--- src/rtl/brc_pkg.sv ---
// Purpose: shared types for the branch resolve controller (state enum, queue entry, branch opcode).
// Latency: n/a (types and constants only).
// Backpressure: n/a.
package brc_pkg;

   // RV32 conditional-branch major opcode, opcode[6:2]
   localparam logic [4:0] BRANCH_OPCODE = 5'b11000;

   typedef enum logic {
      RUN  = 1'b0,
      HOLD = 1'b1
   } brc_state_t;

   // One in-flight predicted branch, captured at IF
   typedef struct packed {
      logic [31:0] pc;
      logic        pred_jump;
      logic [31:0] pred_target;
   } brc_entry_t;

   localparam int ENTRY_W = $bits(brc_entry_t);

endpackage

--- src/rtl/brc_fifo.sv ---
// Purpose: DEPTH-entry circular queue with synchronous clear; head is read combinationally.
// Latency: a push is visible at the head the cycle after it is written.
// Backpressure: a push into a full queue is only taken when a pop happens in the same cycle; pops on empty are ignored.
//
// Ports: clk, rst (sync, active-high), push/pop/clear strobes, wdata in, rdata (head) out,
//        count (post-edge occupancy), full, empty.
module brc_fifo #(
   parameter int W     = 8,
   parameter int DEPTH = 4
) (
   input  logic                     clk,
   input  logic                     rst,
   input  logic                     push,
   input  logic                     pop,
   input  logic                     clear,
   input  logic [W-1:0]             wdata,
   output logic [W-1:0]             rdata,
   output logic [$clog2(DEPTH):0]   count,
   output logic                     full,
   output logic                     empty
);

   localparam int AW = $clog2(DEPTH);

   logic [W-1:0]  mem [DEPTH];
   logic [AW-1:0] wr_ptr;
   logic [AW-1:0] rd_ptr;
   logic          do_push;
   logic          do_pop;

   assign empty   = (count == '0);
   assign full    = (count == (AW+1)'(DEPTH));
   assign do_pop  = pop & ~empty;
   // A full queue still accepts a push when the head leaves in the same cycle
   assign do_push = push & (~full | do_pop);
   assign rdata   = mem[rd_ptr];

   always_ff @(posedge clk) begin
      if (do_push) begin
         mem[wr_ptr] <= wdata;
      end
   end

   always_ff @(posedge clk) begin
      if (rst || clear) begin
         wr_ptr <= '0;
         rd_ptr <= '0;
         count  <= '0;
      end else begin
         if (do_push) wr_ptr <= wr_ptr + 1'b1;
         if (do_pop)  rd_ptr <= rd_ptr + 1'b1;
         case ({do_push, do_pop})
            2'b10:   count <= count + 1'b1;
            2'b01:   count <= count - 1'b1;
            default: count <= count;
         endcase
      end
   end

endmodule

--- src/rtl/branch_resolve_ctrl.sv ---
// Purpose: queues IF branch predictions in order and checks the oldest against the EX resolution,
//          producing flush/redirect, predictor update, mispredict class and accuracy counters.
// Latency: all result outputs are registered, one cycle after the resolving pop, one-cycle pulses.
// Backpressure: full tells IF to stall; pushes are blocked for HOLD_CYC non-stalled cycles after a flush.
//
// Ports: clk, rst (sync, active-high), stall; IF side if_valid/if_is_branch/if_pc/if_pred_jump/
//        if_pred_target; EX side e_valid/e_is_branch/e_real_jump/e_target; outputs flush, redirect_pc,
//        upd_valid, upd_taken, t_pnt, nt_pt, tgt_miss, full, err (sticky), right_cnt, wrong_cnt.
// Build option: define BRC_STATS_EN to implement right_cnt/wrong_cnt; otherwise both read 0.
module branch_resolve_ctrl
   import brc_pkg::*;
#(
   parameter int DEPTH    = 4,
   parameter int HOLD_CYC = 2
) (
   input  logic        clk,
   input  logic        rst,
   input  logic        stall,
   input  logic        if_valid,
   input  logic        if_is_branch,
   input  logic [31:0] if_pc,
   input  logic        if_pred_jump,
   input  logic [31:0] if_pred_target,
   input  logic        e_valid,
   input  logic        e_is_branch,
   input  logic        e_real_jump,
   input  logic [31:0] e_target,
   output logic        flush,
   output logic [31:0] redirect_pc,
   output logic        upd_valid,
   output logic        upd_taken,
   output logic        t_pnt,
   output logic        nt_pt,
   output logic        tgt_miss,
   output logic        full,
   output logic        err,
   output logic [31:0] right_cnt,
   output logic [31:0] wrong_cnt
);

   localparam int HW = (HOLD_CYC > 1) ? $clog2(HOLD_CYC) : 1;
   localparam logic [HW-1:0] HOLD_LOAD = HW'(HOLD_CYC - 1);

   brc_state_t          state, state_nxt;
   logic [HW-1:0]       hold_cnt, hold_nxt;
   brc_entry_t          wr_entry, head;
   logic [ENTRY_W-1:0]  head_raw;
   logic [$clog2(DEPTH):0] count;
   logic                empty;
   logic                push, pop, vpop;
   logic                c_tpnt, c_ntpt, c_tgt, mispredict;
   logic [31:0]         redir;

   assign push = if_valid & if_is_branch & ~stall & (state == RUN);
   assign pop  = e_valid & e_is_branch & ~stall;
   assign vpop = pop & ~empty;

   assign wr_entry = '{pc: if_pc, pred_jump: if_pred_jump, pred_target: if_pred_target};
   assign head     = brc_entry_t'(head_raw);

   assign c_tpnt     = vpop &  e_real_jump & ~head.pred_jump;
   assign c_ntpt     = vpop & ~e_real_jump &  head.pred_jump;
   assign c_tgt      = vpop &  e_real_jump &  head.pred_jump & (e_target != head.pred_target);
   assign mispredict = c_tpnt | c_ntpt | c_tgt;
   // Only the not-taken case falls through; every other mispredict goes to the resolved target
   assign redir      = c_ntpt ? (head.pc + 32'd4) : e_target;

   // A mispredict clears the queue: everything younger than the head is wrong-path
   brc_fifo #(.W(ENTRY_W), .DEPTH(DEPTH)) u_fifo (
      .clk   (clk),
      .rst   (rst),
      .push  (push),
      .pop   (pop),
      .clear (mispredict),
      .wdata (wr_entry),
      .rdata (head_raw),
      .count (count),
      .full  (full),
      .empty (empty)
   );

   always_ff @(posedge clk) begin
      if (rst) begin
         state    <= RUN;
         hold_cnt <= '0;
      end else begin
         state    <= state_nxt;
         hold_cnt <= hold_nxt;
      end
   end

   // The refill window only advances on non-stalled cycles, so stalls stretch it
   always_comb begin
      state_nxt = state;
      hold_nxt  = hold_cnt;
      if (mispredict) begin
         state_nxt = HOLD;
         hold_nxt  = HOLD_LOAD;
      end else if (state == HOLD && !stall) begin
         if (hold_cnt == '0) state_nxt = RUN;
         else                hold_nxt  = hold_cnt - 1'b1;
      end
   end

   always_ff @(posedge clk) begin
      if (rst) begin
         flush       <= 1'b0;
         redirect_pc <= '0;
         upd_valid   <= 1'b0;
         upd_taken   <= 1'b0;
         t_pnt       <= 1'b0;
         nt_pt       <= 1'b0;
         tgt_miss    <= 1'b0;
         err         <= 1'b0;
      end else begin
         flush       <= mispredict;
         redirect_pc <= mispredict ? redir : 32'd0;
         upd_valid   <= vpop;
         upd_taken   <= vpop & e_real_jump;
         t_pnt       <= c_tpnt;
         nt_pt       <= c_ntpt;
         tgt_miss    <= c_tgt;
         // Overflow: push into a full queue with nothing leaving; underflow: pop on empty
         if ((push & full & ~vpop) | (pop & empty)) err <= 1'b1;
      end
   end

`ifdef BRC_STATS_EN
   always_ff @(posedge clk) begin
      if (rst) begin
         right_cnt <= '0;
         wrong_cnt <= '0;
      end else begin
         if (vpop & ~mispredict) right_cnt <= right_cnt + 32'd1;
         if (mispredict)         wrong_cnt <= wrong_cnt + 32'd1;
      end
   end
`else
   assign right_cnt = 32'd0;
   assign wrong_cnt = 32'd0;
`endif

endmodule

--- config.mk ---
export PLATFORM = sky130hd
export DESIGN_NAME = branch_resolve_ctrl
export DESIGN_NICKNAME = d
export VERILOG_FILES = /design/src/rtl/brc_pkg.sv /design/src/rtl/brc_fifo.sv /design/src/rtl/branch_resolve_ctrl.sv
export SDC_FILE = /design/constraint.sdc
export NUM_CORES = 1
export LEC_CHECK = 0
export ABC_AREA = 1
export CAP_MARGIN = 5
export CORE_MARGIN = 1
export CORE_UTILIZATION = 40
export CTS_CLUSTER_DIAMETER = 200
export CTS_CLUSTER_SIZE = 24
export DETAILED_ROUTE_END_ITERATION = 7
export GPL_TIMING_DRIVEN = 0
export SETUP_SLACK_MARGIN = 0.4
export SLEW_MARGIN = 20
export SYNTH_ARGS = -nofsm -noshare
export SYNTH_HDL_FRONTEND = slang
export SYNTH_HIERARCHICAL = 1
export SYNTH_SLANG_ARGS = --single-unit
--- constraint.sdc ---
create_clock -name clk -period 9.4 [get_ports clk]
set_input_delay 1.41 -clock clk [delete_from_list [all_inputs] [get_ports clk]]
set_output_delay 1.41 -clock clk [all_outputs]
set_load 0.02 [all_outputs]
==> impl_metrics.csv, run 1 <==
group,metric,value,unit
pwr,power_frac_clock,30.3,%
logic_synthesis,ys_seq_area_share,64.37,%
placement,port-buffer-count,144,
logic_synthesis,avgSynthCellArea,11.41,µm²
drt,vias,9252,
logic_synthesis,synthCells,1199,
worst_setup_path,worstPathCellList,"clkdlybuf4s50_1 > nor3_1 > o21ai_4 > nor2_4 > buf_16 > buf_16",
clocking,worstSkewPairLatency,0.51,ns
flow_run,maxCapViolCount,0,
worst_setup_path,end_kind,"register",
worst_setup_path,crit_arrival,3.80,ns
finish,seq_area,8808,µm²
finish,nFillCells,2917,
finish,antennaDiodeCount,0,
logic_synthesis,ys_types,42,
drt,finalWirelength,35560,µm
clocking,cts_tree,"done",
clocking,cts_buffer_depth,3,
sta,slew_violations,0,
worst_setup_path,path_max_fanout,16,
placement,place_ws,5.309,ns
logic_synthesis,synth_ff_type,"edfxtp_1",
sta,hold_violations,0,
drt,drtIter0Drc,819,
sta,tns,0,ns
logic_synthesis,async_flop_share,0,%
clocking,cts_htree_levels,1,
floorplanning,die_area,34950,µm²
sta,finalCritPeriodShare,38.10,%
sta,slew_headroom,52.78,%
finish,layout.cells.non_filler,1894,
global_routing,grt_use_total,19.95,%
worst_setup_path,slowest_delay,0.61,ns
pwr,p_seq_share,60.0,%
floorplanning,core_region_area,33620,µm²
sta,skew,0.02765,ns
logic_synthesis,ys_warn_count,6,
global_routing,grt_pass1_wl,52690,µm
pwr,leakage,0.006107,µW
finish,drive_gt1_share,13.97,%
global_routing,grt_remaining_overflow,0,
global_routing,grt_pass1_vias,8808,
drt,ant_nets,0,
clocking,cts_buffers,16,
placement,dp_cells,1866,
pwr,switching_power,556.7,µW
worst_setup_path,path_delay_family,"simple AND/OR/NAND/NOR gates",
worst_setup_path,crit_required,9.62,ns
pwr,swShare,22.15,%
sta,fmax,279.2,MHz
worst_setup_path,worstSetupStartpointType,"input pin",
clocking,path_clk_slew,0.09,ns
worst_setup_path,crit_path_frequent_cell,"buf_16",
worst_setup_path,cp_slowest_cell,"nor3_1",
finish,syn_to_final_growth,22.15,%
drt,wl_per_cell,18.77,µm
placement,gp_congestion,0.9182,
global_routing,antenna_found_initial,0,
sta,setup_ws,5.818,ns
clocking,cts.repair.resized,0,
logic_synthesis,synth_edf_count,260,
floorplanning,die_y,187.0,µm
outcome,status,"completed",
sta,period_minus_slack,3.582,ns
pwr,internal_power,1957,µW
hold_path,min-delay-path-class,"register to register",
floorplanning,die_x,187.0,µm
drt,post-route-drc-count,0,
floorplanning,boundaryPins,209,
drt,via_per_inst,4.885,
sta,setup_violations,0,
pwr,vdd_drop_max,0.1260,mV
drt,first_pass_iters,4,
clocking,clock_sinks,310,
finish,nNetsFinal,1547,
worst_setup_path,crit_type,"input pin to register",
floorplanning,num_rows,67,
logic_synthesis,netlist_area,13680,µm²
sta,grt_setup_unrepaired,"no",
clocking,root_buffer,"clkbuf_16",
finish,multi_input_area,4040,µm²
worst_setup_path,crit_buf_inv,3,
pwr,power_frac_comb,9.7,%
placement,dp_hpwl,25780,µm
floorplanning,initial_core_util,40.70,%
sta,tightest_slew,0.7028,ns
pwr,power.density,150.4,nW/µm²
logic_synthesis,synth_seq_cells,310,
clocking,ctsHoldBuffers,0,
clocking,cts_setup_buffers,0,
global_routing,grt_max_degree,26,
metal layers:
| layer | track usage [%] | vias up | routed length [µm] |
|---|---|---|---|
| li1 | - | 4503 | - |
| met3 | 3.283 | 33 | 2305 |
| met1 | 27.07 | 4399 | 15740 |
| met5 | 0 | - | 0 |
| met4 | 3.216 | 0 | 416 |
| met2 | 34.16 | 317 | 17100 |
area by class of cell:
class | instances | share of cell area [%]
multi-input combinational | 766 | 24.17
sequential | 310 | 52.70
timing repair buffer | 156 | 10.33
clock buffer | 28 | 2.852
tap | 448 | 3.354
inverter | 71 | 1.610
buffer | 115 | 4.978
stage by stage:
stage | hold slack (ns) | area [µm²] | utilization [%] | power, µW
after floorplan | 0.4417 | 13920 | - | 1678
after global placement | 0.4511 | 15920 | 47.36 | 1778
after detailed placement | 0.4714 | 16240 | 48.30 | 1784
after CTS | 0.4925 | 16710 | 49.72 | 2532
after global routing | 0.5322 | 16710 | 49.72 | 2603
final | 0.4857 | 16710 | 49.72 | 2514
worst paths after layout:
kind | end | from | slack [ns] | cells past startpoint
max | u_fifo/mem[0][14]$_DFFE_PP_ | stall | 5.82 | 6
min | err$_SDFFE_PP0P_ | err$_SDFFE_PP0P_ | 0.49 | 2
max reg2reg | u_fifo/rd_ptr[1]$_SDFFE_PP0N_ | register | 5.98 | 17
min reg2reg | err$_SDFFE_PP0P_ | err$_SDFFE_PP0P_ | 0.49 | 2
cells in the final DEF, fill, tap and decap left out, drive strengths merged, types with 50 or more instances in the layout:
cell,n
clkdlybuf4s50,144
o22ai,70
buf,106
o21ai,159
nor2,214
edfxtp,260
dfxtp,50
conb,64
inv,71
nand2,144
worst register-to-register path, stage by stage (launching register included):
cell      delay, ns
dfxtp_1        0.37
inv_2          0.07
buf_2          0.29
clkbuf_1       0.45
o21ai_0        0.17
o22ai_1        0.22
nand2_1        0.08
nand2_1        0.07
nand2_1        0.05
nor2_1         0.10
nand2_1        0.06
nor2_1         0.25
nand2_1        0.14
nand2_1        0.11
nand2_2        0.08
nor2_1         0.44
o21ai_1        0.14
a21oi_1        0.23
synth_stat cells, types with 12 or more instances:
master,count,share of area [%]
buf_4,65,3.6
nor2_4,24,2.0
nand3_1,27,0.99
nand2_1,136,3.7
o21ai_0,112,4.1
dfxtp_1,50,7.3
o21ai_1,41,1.5
o22ai_2,20,1.8
buf_2,14,0.51
inv_1,65,1.8
edfxtp_1,260,57
nor2_1,187,5.1
o22ai_1,50,2.3
xnor2_1,27,1.7
buf_6,12,0.99
clkbuf_1,21,0.58
registers in the layout (all words and copies together), names as in the netlist, named ones only:
| signal | cells |
|---|---|
| err | 1 |
| flush | 1 |
| hold_cnt | 1 |
| nt_pt | 1 |
| redirect_pc | 32 |
| state | 1 |
| t_pnt | 1 |
| tgt_miss | 1 |
| u_fifo/count | 3 |
| u_fifo/mem | 260 |
| u_fifo/rd_ptr | 2 |
| u_fifo/wr_ptr | 2 |
| upd_taken | 1 |
| upd_valid | 1 |
cells by family (layout without fill, tap and decap cells):
group           after synthesis  count (layout)  synth area share [%]
compound gates              242             242                 10.70
xor+xnor                     33              33                 2.112
fa+ha+maj                     6               6                0.6035
buf+inv                     186             370                 8.047
flops                       310             310                 64.37
mux                           1               1               0.07316
other cells                   1              64               0.02741
simple gates                420             420                 14.06
power groups by stage:
stage                     sequential [µW]  combinational [µW]  clock (µW)
after floorplan                      1540                 134           0
after global placement               1540                 235           0
after detailed placement             1540                 243           0
after CTS                            1510                 244         779
after global routing                 1510                 264         829
final                                1510                 243         761
No activity file was read; power rests on OpenSTA's default activity.
==> inputs of run 2 (changes only) <==
- clock period: 9.4 -> 3.75 ns (I/O delays scaled with it)
==> impl_metrics.csv, run 2 (synthesis results as in run 1) <==
group,metric,value,unit
clocking,cts_htree_levels,1,
placement,gp_congestion,0.9182,
finish,multi_input_area,4043,µm²
worst_setup_path,path_delay_family,"simple AND/OR/NAND/NOR gates",
worst_setup_path,crit_buf_inv,3,
hold_path,min-delay-path-class,"register to register",
sta,tightest_slew,0.7026,ns
clocking,cts_buffers,16,
pwr,leakage,0.006131,µW
worst_setup_path,worstSetupStartpointType,"register",
worst_setup_path,slowest_delay,0.44,ns
worst_setup_path,crit_arrival,3.50,ns
clocking,cts_setup_buffers,0,
worst_setup_path,crit_type,"register to register",
drt,drtIter0Drc,831,
drt,finalWirelength,35530,µm
clocking,path_clk_slew,0.10,ns
finish,nNetsFinal,1547,
sta,period_minus_slack,3.091,ns
pwr,power_frac_comb,9.7,%
sta,finalCritPeriodShare,82.43,%
pwr,internal_power,4907,µW
drt,via_per_inst,4.891,
global_routing,grt_remaining_overflow,0,
sta,fmax,323.5,MHz
global_routing,antenna_found_initial,0,
finish,reg_top3,"u_fifo/mem (260), redirect_pc (32), u_fifo/count (3)",
drt,first_pass_iters,5,
placement,place_ws,0.4856,ns
flow_run,maxCapViolCount,0,
sta,skew,0.02921,ns
global_routing,grt_use_total,19.95,%
pwr,power_frac_clock,30.3,%
pwr,p_seq_share,60.0,%
clocking,worstSkewPairLatency,0.52,ns
worst_setup_path,cp_slowest_cell,"buf_1",
finish,drive_gt1_share,14.66,%
finish,layout_common_cells,"260 x edfxtp_1, 182 x nor2_1, 144 x clkdlybuf4s50_1",
finish,antennaDiodeCount,0,
floorplanning,die_area,34950,µm²
floorplanning,core_region_area,33620,µm²
finish,largest_register_ff_count,260,
worst_setup_path,crit_path_frequent_cell,"nand2_1",
placement,dp_hpwl,25780,µm
pwr,power.density,377.0,nW/µm²
global_routing,grt_pass1_vias,8808,
placement,port-buffer-count,144,
clocking,cts_tree,"done",
clocking,root_buffer,"clkbuf_16",
worst_setup_path,worstPathCellList,"inv_2 > buf_2 > buf_1 > o21ai_1 > o22ai_1 > xnor2_1 > nand2_1 > nor2_1 > nand2_1 > nor2_1 > nand2_1 > nand2_1 > nand2_2 > nor2_2 > o21ai_1 > a21oi_1",
sta,setup_ws,0.6587,ns
pwr,swShare,22.20,%
drt,ant_nets,0,
finish,syn_to_final_growth,22.25,%
worst_setup_path,path_max_fanout,10,
clocking,clock_sinks,310,
floorplanning,boundaryPins,209,
sta,hold_ws,0.4854,ns
finish,nFillCells,2912,
pwr,vdd_drop_max,0.3165,mV
drt,wl_per_cell,18.76,µm
floorplanning,die_x,187.0,µm
finish,seq_area,8810,µm²
floorplanning,die_y,187.0,µm
global_routing,grt_pass1_wl,52690,µm
floorplanning,num_rows,67,
finish,regMostFlops,"u_fifo/mem",
sta,hold_violations,0,
global_routing,grt_max_degree,26,
drt,post-route-drc-count,0,
pwr,switching_power,1400,µW
outcome,status,"completed",
sta,slew_headroom,52.80,%
clocking,cts_buffer_depth,3,
sta,grt_setup_unrepaired,"no",
drt,vias,9263,
worst_setup_path,end_kind,"register",
floorplanning,initial_core_util,40.70,%
worst_setup_path,crit_required,4.15,ns
sta,setup_violations,0,
finish,layout_commonest_cell,"edfxtp_1",
sta,slew_violations,0,
run 2: cell count changes in the layout (fill, tap and decap cells not counted), sizes merged:
cell,previous run,this run
buf,106,107
clkbuf,49,48
run 2: through the flow:
stage	setup TNS (ns)	instance area (µm²)	util [%]	std cells	power, µW
after floorplan	-180.05	13920	-	1262	4205
final	0	16730	49.76	1894	6307
after global placement	-955.22	15920	47.36	1854	4457
after CTS	0	16710	49.72	1894	6348
after global routing	0	16730	49.76	1894	6525
after detailed placement	0	16240	48.30	1866	4472
run 2: per-layer routing:
layer	track usage, %	vias up	share of wire, %
met5	0	-	0
met4	3.216	0	1.2
met3	3.283	34	7.2
met2	34.16	353	48
met1	27.07	4373	43
li1	-	4503	-
run 2: path summary, 6_finish.rpt:
path                    startpoint                       endpoint  slack [ns]  cells past startpoint
hold reg to reg   err$_SDFFE_PP0P_               err$_SDFFE_PP0P_        0.49                      2
setup reg to reg          register  u_fifo/rd_ptr[1]$_SDFFE_PP0N_        0.66                     16
setup / recovery          register  u_fifo/rd_ptr[1]$_SDFFE_PP0N_        0.66                     16
hold / removal    err$_SDFFE_PP0P_               err$_SDFFE_PP0P_        0.49                      2
run 2: area by class of cell:
| cell class | count | area share, % |
|---|---|---|
| multi-input cells | 766 | 24.17 |
| clock buffers | 28 | 2.850 |
| inverters | 71 | 1.608 |
| repair buffers | 156 | 10.32 |
| flip-flops and latches | 310 | 52.67 |
| plain buffers | 115 | 5.034 |
| well taps | 448 | 3.351 |
run 2: what timing repair did:
item | 4_1_cts | 5_1_grt
gates resized for setup | 0 | 19
setup endpoints to repair | 0 | 11
hold endpoints to repair | 0 | 0
hold buffers | 0 | 0
run 2: tightest hold or removal path: cells and delay by family (launching register included):
family,cells,cell delay [ns]
DFF,1,0.34
and+or+nand+nor,2,0.12
run 2: power groups by stage:
| stage | clock [µW] | sequential, µW | combinational (µW) |
|---|---|---|---|
| detailed placement | 0 | 3860 | 610 |
| finish | 1910 | 3780 | 611 |
| global route | 2080 | 3790 | 661 |
| global placement | 0 | 3870 | 588 |
| floorplan | 0 | 3870 | 336 |
| CTS | 1950 | 3780 | 612 |
